## config.mk

```make
export PLATFORM = sky130hd
export DESIGN_NAME = shift_add_multiplier
export DESIGN_NICKNAME = d
export VERILOG_FILES = /design/src/rtl/shift_add_multiplier.sv
export SDC_FILE = /design/constraint.sdc
export NUM_CORES = 1
export LEC_CHECK = 0
export BUFFER_PORTS_ARGS = -buffer_cell sky130_fd_sc_hd__buf_2
export CORE_AREA = 4 4 67 69
export CTS_CLUSTER_SIZE = 16
export DETAILED_ROUTE_END_ITERATION = 6
export DIE_AREA = 0 0 71 73
export GPL_TIMING_DRIVEN = 0
export PLACE_DENSITY = 0.85
export SLEW_MARGIN = 20
export SYNTH_ARGS = -nofsm -noshare
export SYNTH_HDL_FRONTEND = slang
export SYNTH_SLANG_ARGS = --single-unit
```

## constraint.sdc

```tcl
create_clock -name clk -period 6.1 [get_ports clk]
set_input_delay 0.61 -clock clk [delete_from_list [all_inputs] [get_ports clk]]
set_output_delay 0.61 -clock clk [all_outputs]
set_load 0.02 [all_outputs]
```

## src/rtl/shift_add_multiplier.sv

```systemverilog
// rtl/shift_add_multiplier.sv - 6x6 unsigned sequential shift-and-add multiplier with a 12-bit product
// Optional MULT_EARLY_EXIT_EN: stop iterating once the remaining multiplier bits are zero.
module shift_add_multiplier (
    input  logic        clk,
    input  logic        rst,
    input  logic        start,
    input  logic [5:0]  a_in,
    input  logic [5:0]  b_in,
    output logic [11:0] product,
    output logic        done,
    output logic        busy
);

    typedef enum logic [2:0] {
        S_IDLE  = 3'd0,
        S_TEST  = 3'd1,
        S_ADD   = 3'd2,
        S_SHIFT = 3'd3,
        S_DONE  = 3'd4
    } state_t;

    state_t      state;
    state_t      state_next;
    logic [11:0] mx;
    logic [5:0]  b;
    logic [11:0] p;
    logic [2:0]  cnt;
    logic        last_iter;

`ifdef MULT_EARLY_EXIT_EN
    assign last_iter = (b[5:1] == 5'd0) || (cnt == 3'd5);
`else
    assign last_iter = (cnt == 3'd5);
`endif

    always_ff @(posedge clk) begin
        if (rst) begin
            state <= S_IDLE;
        end else begin
            state <= state_next;
        end
    end

    always_comb begin
        state_next = state;
        case (state)
            S_IDLE:  if (start) state_next = S_TEST;
            S_TEST:  state_next = b[0] ? S_ADD : S_SHIFT;
            S_ADD:   state_next = S_SHIFT;
            S_SHIFT: state_next = last_iter ? S_DONE : S_TEST;
            S_DONE:  state_next = S_IDLE;
            default: state_next = S_IDLE;
        endcase
    end

    // Product is written on the edge into DONE so it is already valid while done is high.
    always_ff @(posedge clk) begin
        if (rst) begin
            mx      <= 12'd0;
            b       <= 6'd0;
            p       <= 12'd0;
            cnt     <= 3'd0;
            product <= 12'd0;
        end else begin
            case (state)
                S_IDLE: begin
                    if (start) begin
                        mx  <= {6'd0, a_in};
                        b   <= b_in;
                        p   <= 12'd0;
                        cnt <= 3'd0;
                    end
                end
                S_ADD: begin
                    p <= p + mx;
                end
                S_SHIFT: begin
                    mx  <= mx << 1;
                    b   <= b >> 1;
                    cnt <= cnt + 3'd1;
                    if (last_iter) begin
                        product <= p;
                    end
                end
                default: begin
                end
            endcase
        end
    end

    assign done = (state == S_DONE);
    assign busy = (state != S_IDLE);

endmodule

```

# [Word level (Yosys, flattened, before mapping)]
# Cells that the tools add are included.
[totals] wordCells=33 input_bits=15 register_bits=48 output_inout_bits=14
[classes] addsub=2 n_mux=12 eq_ne=6 n_reduce_logical=7
[ops] cell="12-bit one-hot mux with 2 select lines" count=2
[ops] cell="12-bit 2-to-1 mux" count=2
[ops] cell="12-bit adder" count=1
[ops] cell="3-bit one-hot mux with 4 select lines" count=1
[ops] cell="6-bit one-hot mux with 2 select lines" count=1
[ops] cell="3-bit 2-to-1 mux" count=3
[ops] cell="3-bit by 2-bit equality test with 1-bit output, second input constant" count=2
[ops] cell="3-bit equality test, second input constant" count=2
[ops] cell="6-bit 2-to-1 mux" count=1
[ops] cell="3-bit one-hot mux with 2 select lines" count=1
[ops] cell="2-bit AND reduction" count=3
[ops] cell="2-bit nonzero test" count=2
[ops] cell="3-bit by 1-bit adder with 3-bit output, second input constant" count=1
[ops] cell="3-bit by 1-bit equality test with 1-bit output, second input constant" count=1
[ops] cell="3-bit logical NOT" count=1
[ops] cell="3-bit nonzero test" count=1
[ops] cell="2-bit != test, second input constant" count=1
[ops] cell="1-bit 2-to-1 mux" count=1

# [Depth between registers and ports, before layout]
# Gate-level depths: netlist of run 1.
[depth] depth_word=3 depth_mapped=8 mapped_depth_nobuf=8

# [Worst setup path after synthesis of run 1]
# OpenSTA, ideal clock, no wires.
[synth_timing] path_type="reg-to-reg" from="register mx[0]" to="register p[8]" period_less_slack_ps=2085 t_arrival_ps=1962 n_path_buf=0 path_stages_with_launch=9 setup_time_ps=123 path_slack_ps=4015 t_required_ps=5977 path_cell_list="dfxtp_1 > ha_1 > fa_1 > a21oi_1 > o21ai_0 > or3_1 > a31oi_1 > xor2_1 > o21ai_0"
[synth_via] elab_chain_len=2
[synth_lines] element="start, declared" line_no="24" rtl="logic [11:0] mx;"
[synth_lines] element="start signal, assigned" line_no="68" rtl="mx <= {6'd0, a_in};"
[synth_lines] element="start signal, assigned" line_no="78" rtl="mx <= mx << 1;"
[synth_lines] element="12-bit adder" line_no="75" rtl="p <= p + mx;"
[synth_lines] element="12-bit one-hot mux with 2 select lines" line_no="65" rtl="case (state)"
[synth_lines] element="end signal, assigned" line_no="75"
[synth_lines] element="end, declared" line_no="26" rtl="logic [11:0] p;"
# No other way between the ends.
# A chain may end at the register's enable or synchronous reset.

# [Worst setup path after layout of run 1]
# Ends and elaborated chain as after synthesis.

==> results of run 1 <==
per-stage QoR:
step / cell area, um^2 / cells / setup WS (ns) / power [mW]
2_1_floorplan: 2285 / 288 / 4.015 / 0.4364
3_3_place_gp: 2482 / 365 / 3.846 / 0.4617
6_report: 2609 / 373 / 3.731 / 0.7097
4_1_cts: 2609 / 373 / 3.742 / 0.7139
3_5_place_dp: 2482 / 365 / 3.780 / 0.4655
5_1_grt: 2609 / 373 / 3.591 / 0.7447
worst max-delay path, cell delays in order (launching register included):
cell	delay [ns]
dfxtp_1	0.34
ha_1	0.25
fa_1	0.42
a21oi_1	0.21
o21ai_0	0.20
or3_1	0.38
a31oi_1	0.22
xor2_1	0.15
o21ai_0	0.09
worst min-delay path by stage:
| stage | to | slack, ns | depth (start not counted) |
|---|---|---|---|
| finish | product[3]$_SDFFE_PP0P_ | 0.46 | 2 |
| detailed placement | product[3]$_SDFFE_PP0P_ | 0.44 | 2 |
| global route | product[2]$_SDFFE_PP0P_ | 0.48 | 2 |
| global placement | product[8]$_SDFFE_PP0P_ | 0.44 | 2 |
| CTS | product[3]$_SDFFE_PP0P_ | 0.46 | 2 |
| floorplan | b[5]$_SDFFE_PP0P_ | 0.45 | 2 |
per-layer routing:
metal  GRT usage (%)  up-vias  wire [um]
li1                -     1064          -
met1           22.81      939       2230
met2           36.05       51       2326
met3           4.408       12        238
met4           6.889        0        110
met5               0        -          0
cell type report:
type | count | area [um^2] | area share, %
inverters | 3 | 11.26 | 0.4317
multi-input cells | 220 | 1234 | 47.29
clock buffers | 7 | 96.34 | 3.693
repair buffers | 27 | 135.1 | 5.180
clock inverters | 1 | 30.03 | 1.151
flip-flops and latches | 48 | 960.9 | 36.83
well taps | 50 | 62.56 | 2.398
plain buffers | 17 | 78.83 | 3.022
sequential cells by signal (all words and copies together) (netlist names):
signal / flops
mx: 12
state: 3
b: 6
cnt: 3
product: 12
p: 12
cells in the mapped netlist, types with 4 or more instances:
cell type   n  area share [%]
ha_1       13             7.1
xnor2_1     6             2.3
nor3_1      4            0.88
clkbuf_1   11             1.8
nor4_1     10             2.7
a21o_1      4             1.3
o21ai_0    10             2.2
a21oi_1    30             6.6
nand3_1    15             3.3
nor2_1     46             7.6
nand2_1    50             8.2
dfxtp_1    48              42
a31oi_1     5             1.4
power groups by stage:
stage	Combinational (mW)	Sequential, mW	Clock (mW)
after floorplan	0.0880	0.348	0
after global placement	0.110	0.352	0
after detailed placement	0.114	0.352	0
after CTS	0.115	0.345	0.254
after global routing	0.132	0.347	0.265
final	0.115	0.345	0.250
cell families after synthesis:
kind of cell / after synthesis
simple gates: 136
compound gates: 59
flops: 48
buf+inv: 20
fa+ha+maj: 14
xor+xnor: 9
mux: 2
==> flow_summary.ini, run 1 <==
[outcome]
status = finished clean

[sta]
slew_violations = 0
worst_pin_slew_ns = 0.7292
grt_setup_unrepaired = no
hold_ws_ns = 0.4555
hold_viol = 0
slew_headroom_pct = 51.39
skew_ns = 0.008101
fmax_mhz = 422.1
tns_ns = 0
finalSetupViolations = 0
fin_crit_ns = 2.369
post-route-period-util_pct = 38.84

[route]
finalWirelength_mm = 4.905
viasPerCell = 5.539
drt_pre_antenna_iters = 4
drt.antenna.violating_nets = 0
wl_per_cell_um = 13.15
drt_iter0_drc = 85
drc = 0
routed-via-count = 2066

[critical_path]
crit_fanout = 4
crit_required_ns = 6.28
setup.worst_path.start = mx[0]$_SDFFE_PP0P_
crit_type = reg -> reg
critPathCaptureType = flop
rr_startpoint = mx[0]$_SDFFE_PP0P_
crit_end = p[8]$_SDFFE_PP0P_
arrival_ns = 2.55
r2r_cells = 8
start_kind = flop
rrSetupSlack_ns = 3.73
r2r_end = p[8]$_SDFFE_PP0P_

[yosys]
syn_area_um2 = 2285
synthSimpleGateAreaFrac_pct = 26.29
synth_compound_area_share_pct = 15.33
synthFlopType = dfxtp_1
synthXorXnorAreaFrac_pct = 3.450
syn_nets = 317
synth_cells = 288
synth_top_family_by_area = simple AND/OR/NAND/NOR gates
synth_seq_cells = 48
yosysSeqAreaShare_pct = 42.06
synth-edff-count = 0
synth_fa_ha_area_share_pct = 7.996
synth_cell_type_count = 39
synth_warnings = 0
synthArstFlopShare_pct = 0
syn_avg_cell_area_um2 = 7.933
synth_mux_area_share_pct = 0.9310

[clock_network]
cts_hold_buffers = 0
htreeDepth = 2
clk_latency_ns = 0.30
numCtsBuffers = 5
cts_resized = 0
cts_sinks = 48
cts_root_buffer = clkbuf_8
clockBufferDepth = 2
tritoncts = built
path_clk_slew_ns = 0.09
cts_setup_buffers = 0

[floorplanning]
ioPinCount = 29
die_y_um = 73
rows = 23
dieWidth_um = 71
start_util_pct = 58.38
core_um2 = 3914
die_area_um2 = 5183

[hold_path]
hp-start = product[3]$_SDFFE_PP0P_
min_path_type = reg -> reg

[pwr]
powerDensity_nw_per_um2 = 272.0
p_clk_share_pct = 35.2
swShare_pct = 26.85
intPower_mw = 0.5191
p_switching_mw = 0.1905
pwr-share-seq_pct = 48.6
comb_power_share_pct = 16.2
leakage_nw = 1.106
ir_worst_vdd_mv = 0.2159

[finish]
finish.utilization_pct = 66.66
final_cell_mix = nand2_1 (50), dfxtp_1 (48), nor2_1 (46)
nNetsFinal = 351
diodes = 0
drive_above_1_share_pct = 15.17
final_common_cell = nand2_1
area_growth_pct = 14.18
nFillCells = 349

[placement]
port_buffers = 27
gp_congestion = 0.8049
dpl.hpwl_mm = 3.612

[grt]
antenna_found_initial = 0
grt_overflow_total = 0
grtUsageTotal_pct = 19.80
grt_max_degree = 15
grt_pass1_wl_mm = 8.217
grt_pass1_vias = 1912

[flow_run]
max-cap-violations = 0
No activity file was read; power rests on OpenSTA's default activity.
==> run 2, diff against run 1 <==
--- a/config.mk
+++ b/config.mk
@@ -6,12 +6,12 @@
 export NUM_CORES = 1
 export LEC_CHECK = 0
 export BUFFER_PORTS_ARGS = -buffer_cell sky130_fd_sc_hd__buf_2
-export CORE_AREA = 4 4 67 69
+export CORE_AREA = 4 4 69 71
 export CTS_CLUSTER_SIZE = 16
 export DETAILED_ROUTE_END_ITERATION = 6
-export DIE_AREA = 0 0 71 73
+export DIE_AREA = 0 0 73 75
 export GPL_TIMING_DRIVEN = 0
-export PLACE_DENSITY = 0.85
+export PLACE_DENSITY = 0.81
 export SLEW_MARGIN = 20
 export SYNTH_ARGS = -nofsm -noshare
 export SYNTH_HDL_FRONTEND = slang
==> constraint.sdc (replaced) <==
create_clock -name clk -period 2.2 [get_ports clk]
set_input_delay 0.22 -clock clk [delete_from_list [all_inputs] [get_ports clk]]
set_output_delay 0.22 -clock clk [all_outputs]
set_load 0.02 [all_outputs]
==> run 2 against run 1 <==
Effect of this change:
- clock skew up 0.0014 ns
- utilization is 4.8 points lower
- worst hold slack worse by 0.29 ns
- sequential power increased to 2.8 times the previous value
- routed wire length is 2.9% higher
==> flow_summary.ini, run 2 (synthesis gave the netlist of run 1 again) <==
[clock_network]
htreeDepth = 2
numCtsBuffers = 5
clockBufferDepth = 2
cts_sinks = 48
tritoncts = built
clk_latency_ns = 0.30
path_clk_slew_ns = 0.09
cts_setup_buffers = 0
cts_root_buffer = clkbuf_8

[route]
wl_per_cell_um = 13.46
drt_pre_antenna_iters = 6
wl_met1_mm = 2.208
drt_iter0_drc = 120
viasPerCell = 5.469
drc = 0
routed.top_layer = met4
finalWirelength_mm = 5.049
drt.antenna.violating_nets = 0
routed-via-count = 2051
route.met3.wl_um = 270
met2_length_mm = 2.501

[pwr]
powerDensity_nw_per_um2 = 732.5
leakage_nw = 1.095
ir_worst_vdd_mv = 0.5546

[grt]
grt_overflow_total = 0
grt_pass1_vias = 1934
grt_pass1_wl_mm = 8.521
antenna_found_initial = 0
grtUsageTotal_pct = 19.90
grt_max_degree = 15

[placement]
dpl.hpwl_mm = 3.687
port_buffers = 27
place_area_um2 = 2485
dp_slack_ns = -0.1112
gp_congestion = 0.8473

[sta]
slew_violations = 0
slew_headroom_pct = 51.68
grt_setup_unrepaired = yes
hold_viol = 0
finalSetupViolations = 0
fmax_mhz = 473.1
hold_ws_ns = 0.1631
skew_ns = 0.009486
tns_ns = 0
setup_slack_ns = 0.08630
post-route-period-util_pct = 96.08
worst_pin_slew_ns = 0.7248
fin_crit_ns = 2.114

[finish]
reg_top3 = mx x12, p x12, product x12
seqCellArea_um2 = 960.9
nNetsFinal = 351
multi_input_area_um2 = 1261
final_cell_mix = nand2_1 (50), dfxtp_1 (48), nor2_1 (46)
design_area_um2 = 2620
nFillCells = 393
area_growth_pct = 14.68
final_common_cell = nand2_1
diodes = 0
drive_above_1_share_pct = 16.41

[critical_path]
arrival_ns = 2.29
critPathCaptureType = flop
r2r_cells = 8
critPathSlowestCell = fa_2
slowest_delay_ns = 0.37
cp_cell_sequence = ha_2 -> fa_2 -> a21oi_2 -> o21ai_2 -> or3_1 -> a31oi_1 -> xor2_1 -> o21ai_0
start_kind = flop
r2r_end = p[8]$_SDFFE_PP0P_
rr_startpoint = mx[0]$_SDFFE_PP0P_
crit_required_ns = 2.38
rrSetupSlack_ns = 0.09
crit_fanout = 4
crit_type = reg -> reg

[hold_path]
hp-start = b_in[5]
holdPathEnd = b[5]$_SDFFE_PP0P_
min_path_type = in -> reg
min_path_cells = 3

[floorplanning]
die_y_um = 75
ioPinCount = 29
rows = 24
start_util_pct = 53.96
dieWidth_um = 73
die_area_um2 = 5475
core_um2 = 4234

[outcome]
status = finished clean

[flow_run]
max-cap-violations = 0
[run 2: worst max-delay path by stage]
stage | startpoint | to | slack (ns) | cells after the start
2_1_floorplan | mx[0]$_SDFFE_PP0P_ | p[8]$_SDFFE_PP0P_ | 0.11 | 8
3_3_place_gp | p[0]$_SDFFE_PP0P_ | p[8]$_SDFFE_PP0P_ | -0.07 | 8
3_5_place_dp | mx[0]$_SDFFE_PP0P_ | p[8]$_SDFFE_PP0P_ | -0.11 | 8
4_1_cts | mx[0]$_SDFFE_PP0P_ | p[8]$_SDFFE_PP0P_ | 0.01 | 8
5_1_grt | p[0]$_SDFFE_PP0P_ | p[8]$_SDFFE_PP0P_ | -0.02 | 8
6_report | mx[0]$_SDFFE_PP0P_ | p[8]$_SDFFE_PP0P_ | 0.09 | 8
[run 2: stage by stage]
step	util (%)	instances	power [mW]
6_report	61.88	375	1.919
5_1_grt	61.88	375	2.017
4_1_cts	61.38	375	1.920
3_5_place_dp	58.69	367	1.294
3_3_place_gp	58.69	367	1.282
2_1_floorplan	-	288	1.210
[run 2: repair_timing]
item,CTS,global route
setup endpoints to repair,2,2
hold buffers,0,0
pin swaps,0,1
resized for setup,3,4
[run 2: report_power, final]
part / internal (mW) / switching (mW)
sequential: 0.919 / 0.0400
clock: 0.338 / 0.298
combinational: 0.121 / 0.204
[run 2: critical path: cells and delay by family (launching register included)]
kind	cells	cell delay, ns
compound gates	4	0.57
fa+ha+maj	2	0.59
flops	1	0.35
xor+xnor	1	0.15
simple gates	1	0.33
[run 2: routing by layer]
layer | GRT usage, % | up-vias
met5 | 0 | -
met4 | 5.943 | 0
met3 | 4.406 | 7
met2 | 35.15 | 48
met1 | 24.21 | 940
li1 | - | 1056
[run 2: final cells by class]
cell class	count	area share (%)
clock buffer	6	2.770
inverter	3	0.4298
tap	52	2.483
clock inverter	2	1.337
sequential	48	36.68
timing repair buffer	27	5.158
multi-input combinational	220	48.14
buffer	17	3.009
==> run 3, diff against run 2 <==
--- a/config.mk
+++ b/config.mk
@@ -5,13 +5,14 @@
 export SDC_FILE = /design/constraint.sdc
 export NUM_CORES = 1
 export LEC_CHECK = 0
+export ABC_AREA = 1
 export BUFFER_PORTS_ARGS = -buffer_cell sky130_fd_sc_hd__buf_2
-export CORE_AREA = 4 4 69 71
+export CORE_AREA = 4 4 71 73
 export CTS_CLUSTER_SIZE = 16
 export DETAILED_ROUTE_END_ITERATION = 6
-export DIE_AREA = 0 0 73 75
+export DIE_AREA = 0 0 75 77
 export GPL_TIMING_DRIVEN = 0
-export PLACE_DENSITY = 0.81
+export PLACE_DENSITY = 0.82
 export SLEW_MARGIN = 20
 export SYNTH_ARGS = -nofsm -noshare
 export SYNTH_HDL_FRONTEND = slang
==> run 3 against run 2 <==
Effect of this change:
- fmax up 20%
- critical path depth down 1
- via count up 11%
- critical endpoint is now p[6]$_SDFFE_PP0P_
==> flow_summary.ini, run 3 <==
[finish]
final_common_cell = nand2_1
reg_top3 = mx x12, p x12, product x12
final_cell_mix = nand2_1 (83), nor2_1 (55), dfxtp_1 (48)
drive_above_1_share_pct = 15.61
diodes = 0
finish.utilization_pct = 62.93
nNetsFinal = 407
area_growth_pct = 11.51
design_area_um2 = 2740

[placement]
dp_slack_ns = 0.4472
dpl.hpwl_mm = 4.147
port_buffers = 28
place_area_um2 = 2663
gp_congestion = 0.8729

[yosys]
synth_seq_cells = 48
yosysSeqAreaShare_pct = 39.10
synthXorXnorAreaFrac_pct = 0.3564
syn_nets = 372
netlist.area_leader.share_pct = 39.10
synth_fa_ha_area_share_pct = 7.434
synth_cell_type_count = 30
synthFlopType = dfxtp_1
yosysMostFrequentCell = nand2_1
synthArstFlopShare_pct = 0
yosysTopAreaCell = dfxtp_1
synth_mux_area_share_pct = 0
syn_avg_cell_area_um2 = 7.164
synth_area_leaders = dfxtp_1 (39%), nand2_1 (13%), nor2_1 (8.4%), ha_1 (6.6%), a21oi_1 (5.5%)
synth_warnings = 0
syn_area_um2 = 2457
synth_compound_area_share_pct = 13.90
synth_cells = 343
synth_top_family_by_area = simple AND/OR/NAND/NOR gates
synthSimpleGateAreaFrac_pct = 31.16
synth-edff-count = 0
synth_commonest_cells = nand2_1 (83), nor2_1 (55), dfxtp_1 (48), inv_1 (29), a21oi_1 (27)

[sta]
worst_pin_slew_ns = 0.5067
grt_setup_unrepaired = no
setup_slack_ns = 0.4325
post-route-period-util_pct = 80.34
fin_crit_ns = 1.767
hold_viol = 0
tns_ns = 0
skew_ns = 0.004696
slew_violations = 0
slew_headroom_pct = 66.22
finalSetupViolations = 0
fmax_mhz = 565.8

[floorplanning]
start_util_pct = 56.44
die_y_um = 77
die_area_um2 = 5775
core_um2 = 4354
dieWidth_um = 75
rows = 24
ioPinCount = 29

[critical_path]
r2r_end = p[6]$_SDFFE_PP0P_
r2r_cells = 7
start_kind = flop
rrSetupSlack_ns = 0.43
critPathCaptureType = flop
rr_startpoint = mx[0]$_SDFFE_PP0P_
crit_fanout = 4
crit_required_ns = 2.40
arrival_ns = 1.97
crit_type = reg -> reg

[hold_path]
holdPathEnd = p[6]$_SDFFE_PP0P_
min_path_cells = 2
hp-start = rst
min_path_type = in -> reg

[grt]
antenna_found_initial = 0
grt_overflow_total = 0
grt_pass1_vias = 2179
grt_pass1_wl_mm = 9.542
grtUsageTotal_pct = 21.02
grt_max_degree = 14

[route]
drt_pre_antenna_iters = 4
wl_per_cell_um = 12.53
routed-via-count = 2282
drt_iter0_drc = 128
viasPerCell = 5.307
finalWirelength_mm = 5.387
drc = 0
drt.antenna.violating_nets = 0

[pwr]
power_mw = 1.734
ir_worst_vdd_mv = 0.4438
leakage_nw = 1.343
powerDensity_nw_per_um2 = 632.7

[clock_network]
cts_resized = 0
htreeDepth = 2
cts_root_buffer = clkbuf_8
numCtsBuffers = 5
cts_sinks = 48
path_clk_slew_ns = 0.08
cts_hold_buffers = 0
clk_latency_ns = 0.30
tritoncts = built
clockBufferDepth = 2
cts_setup_buffers = 0

[flow_run]
max-cap-violations = 0

[outcome]
status = finished clean
[run 3: changes by cell type in the layout (fill, tap and decap cells not counted), sizes merged, moves of 8 or more]
cell | before | now
nand2 | 51 | 84
o221ai | 0 | 10
nor4 | 10 | 0
inv | 3 | 34
nor2 | 46 | 64
clkbuf | 18 | 10
[run 3: logic make-up after synthesis]
group / after synthesis
AOI/OAI and AO/OA: 58
buffers and inverters: 45
xor gates and xnor gates: 1
and+or+nand+nor: 177
DFF: 48
adders and majority gates: 14
[run 3: where the power goes]
part	internal, mW	leakage (nW)	switching (mW)
Sequential	0.913	0.390	0.0426
Clock	0.216	0.0410	0.278
Combinational	0.101	0.912	0.182
[run 3: how the worst max path moves through the flow]
stage                        from                end  slack (ns)
2_1_floorplan  mx[0]$_SDFFE_PP0P_  p[6]$_SDFFE_PP0P_        0.61
4_1_cts        mx[0]$_SDFFE_PP0P_  p[6]$_SDFFE_PP0P_        0.43
6_report       mx[0]$_SDFFE_PP0P_  p[6]$_SDFFE_PP0P_        0.43
3_3_place_gp   mx[0]$_SDFFE_PP0P_  p[6]$_SDFFE_PP0P_        0.47
5_1_grt        mx[0]$_SDFFE_PP0P_  p[8]$_SDFFE_PP0P_        0.24
3_5_place_dp   mx[0]$_SDFFE_PP0P_  p[6]$_SDFFE_PP0P_        0.45
[run 3: cell type report]
type | instances | area, um^2
fill | 377 | 1614
multi-input combinational | 250 | 1299
sequential | 48 | 960.9
timing repair buffer | 28 | 140.1
inverter | 34 | 127.6
clock buffer | 6 | 72.57
buffer | 11 | 70.07
tap | 52 | 65.06
clock inverter | 1 | 5.005
[run 3: routing by layer]
layer | global-route usage (%) | routed length [um] | part of all wire (%) | vias to the layer above
li1 | - | - | - | 1194
met1 | 26.38 | 2361 | 44 | 1022
met2 | 32.84 | 2576 | 48 | 53
met3 | 4.444 | 289 | 5.4 | 13
met4 | 11.39 | 159 | 3.0 | 0
met5 | 0 | 0 | 0 | -
[run 3: stage by stage]
| step | std cells | hold WS [ns] |
|---|---|---|
| after floorplan | 343 | 0.2891 |
| after global placement | 423 | 0.4575 |
| after detailed placement | 423 | 0.4656 |
| after CTS | 430 | 0.1441 |
| after global routing | 430 | 0.1662 |
| final | 430 | 0.1588 |
[run 3: critical path, cell delays in order (launching register included)]
cell	delay, ns
dfxtp_1	0.35
ha_1	0.25
fa_1	0.46
nand2_1	0.10
nand3_1	0.08
or2_2	0.28
nand3_1	0.08
a21oi_1	0.06
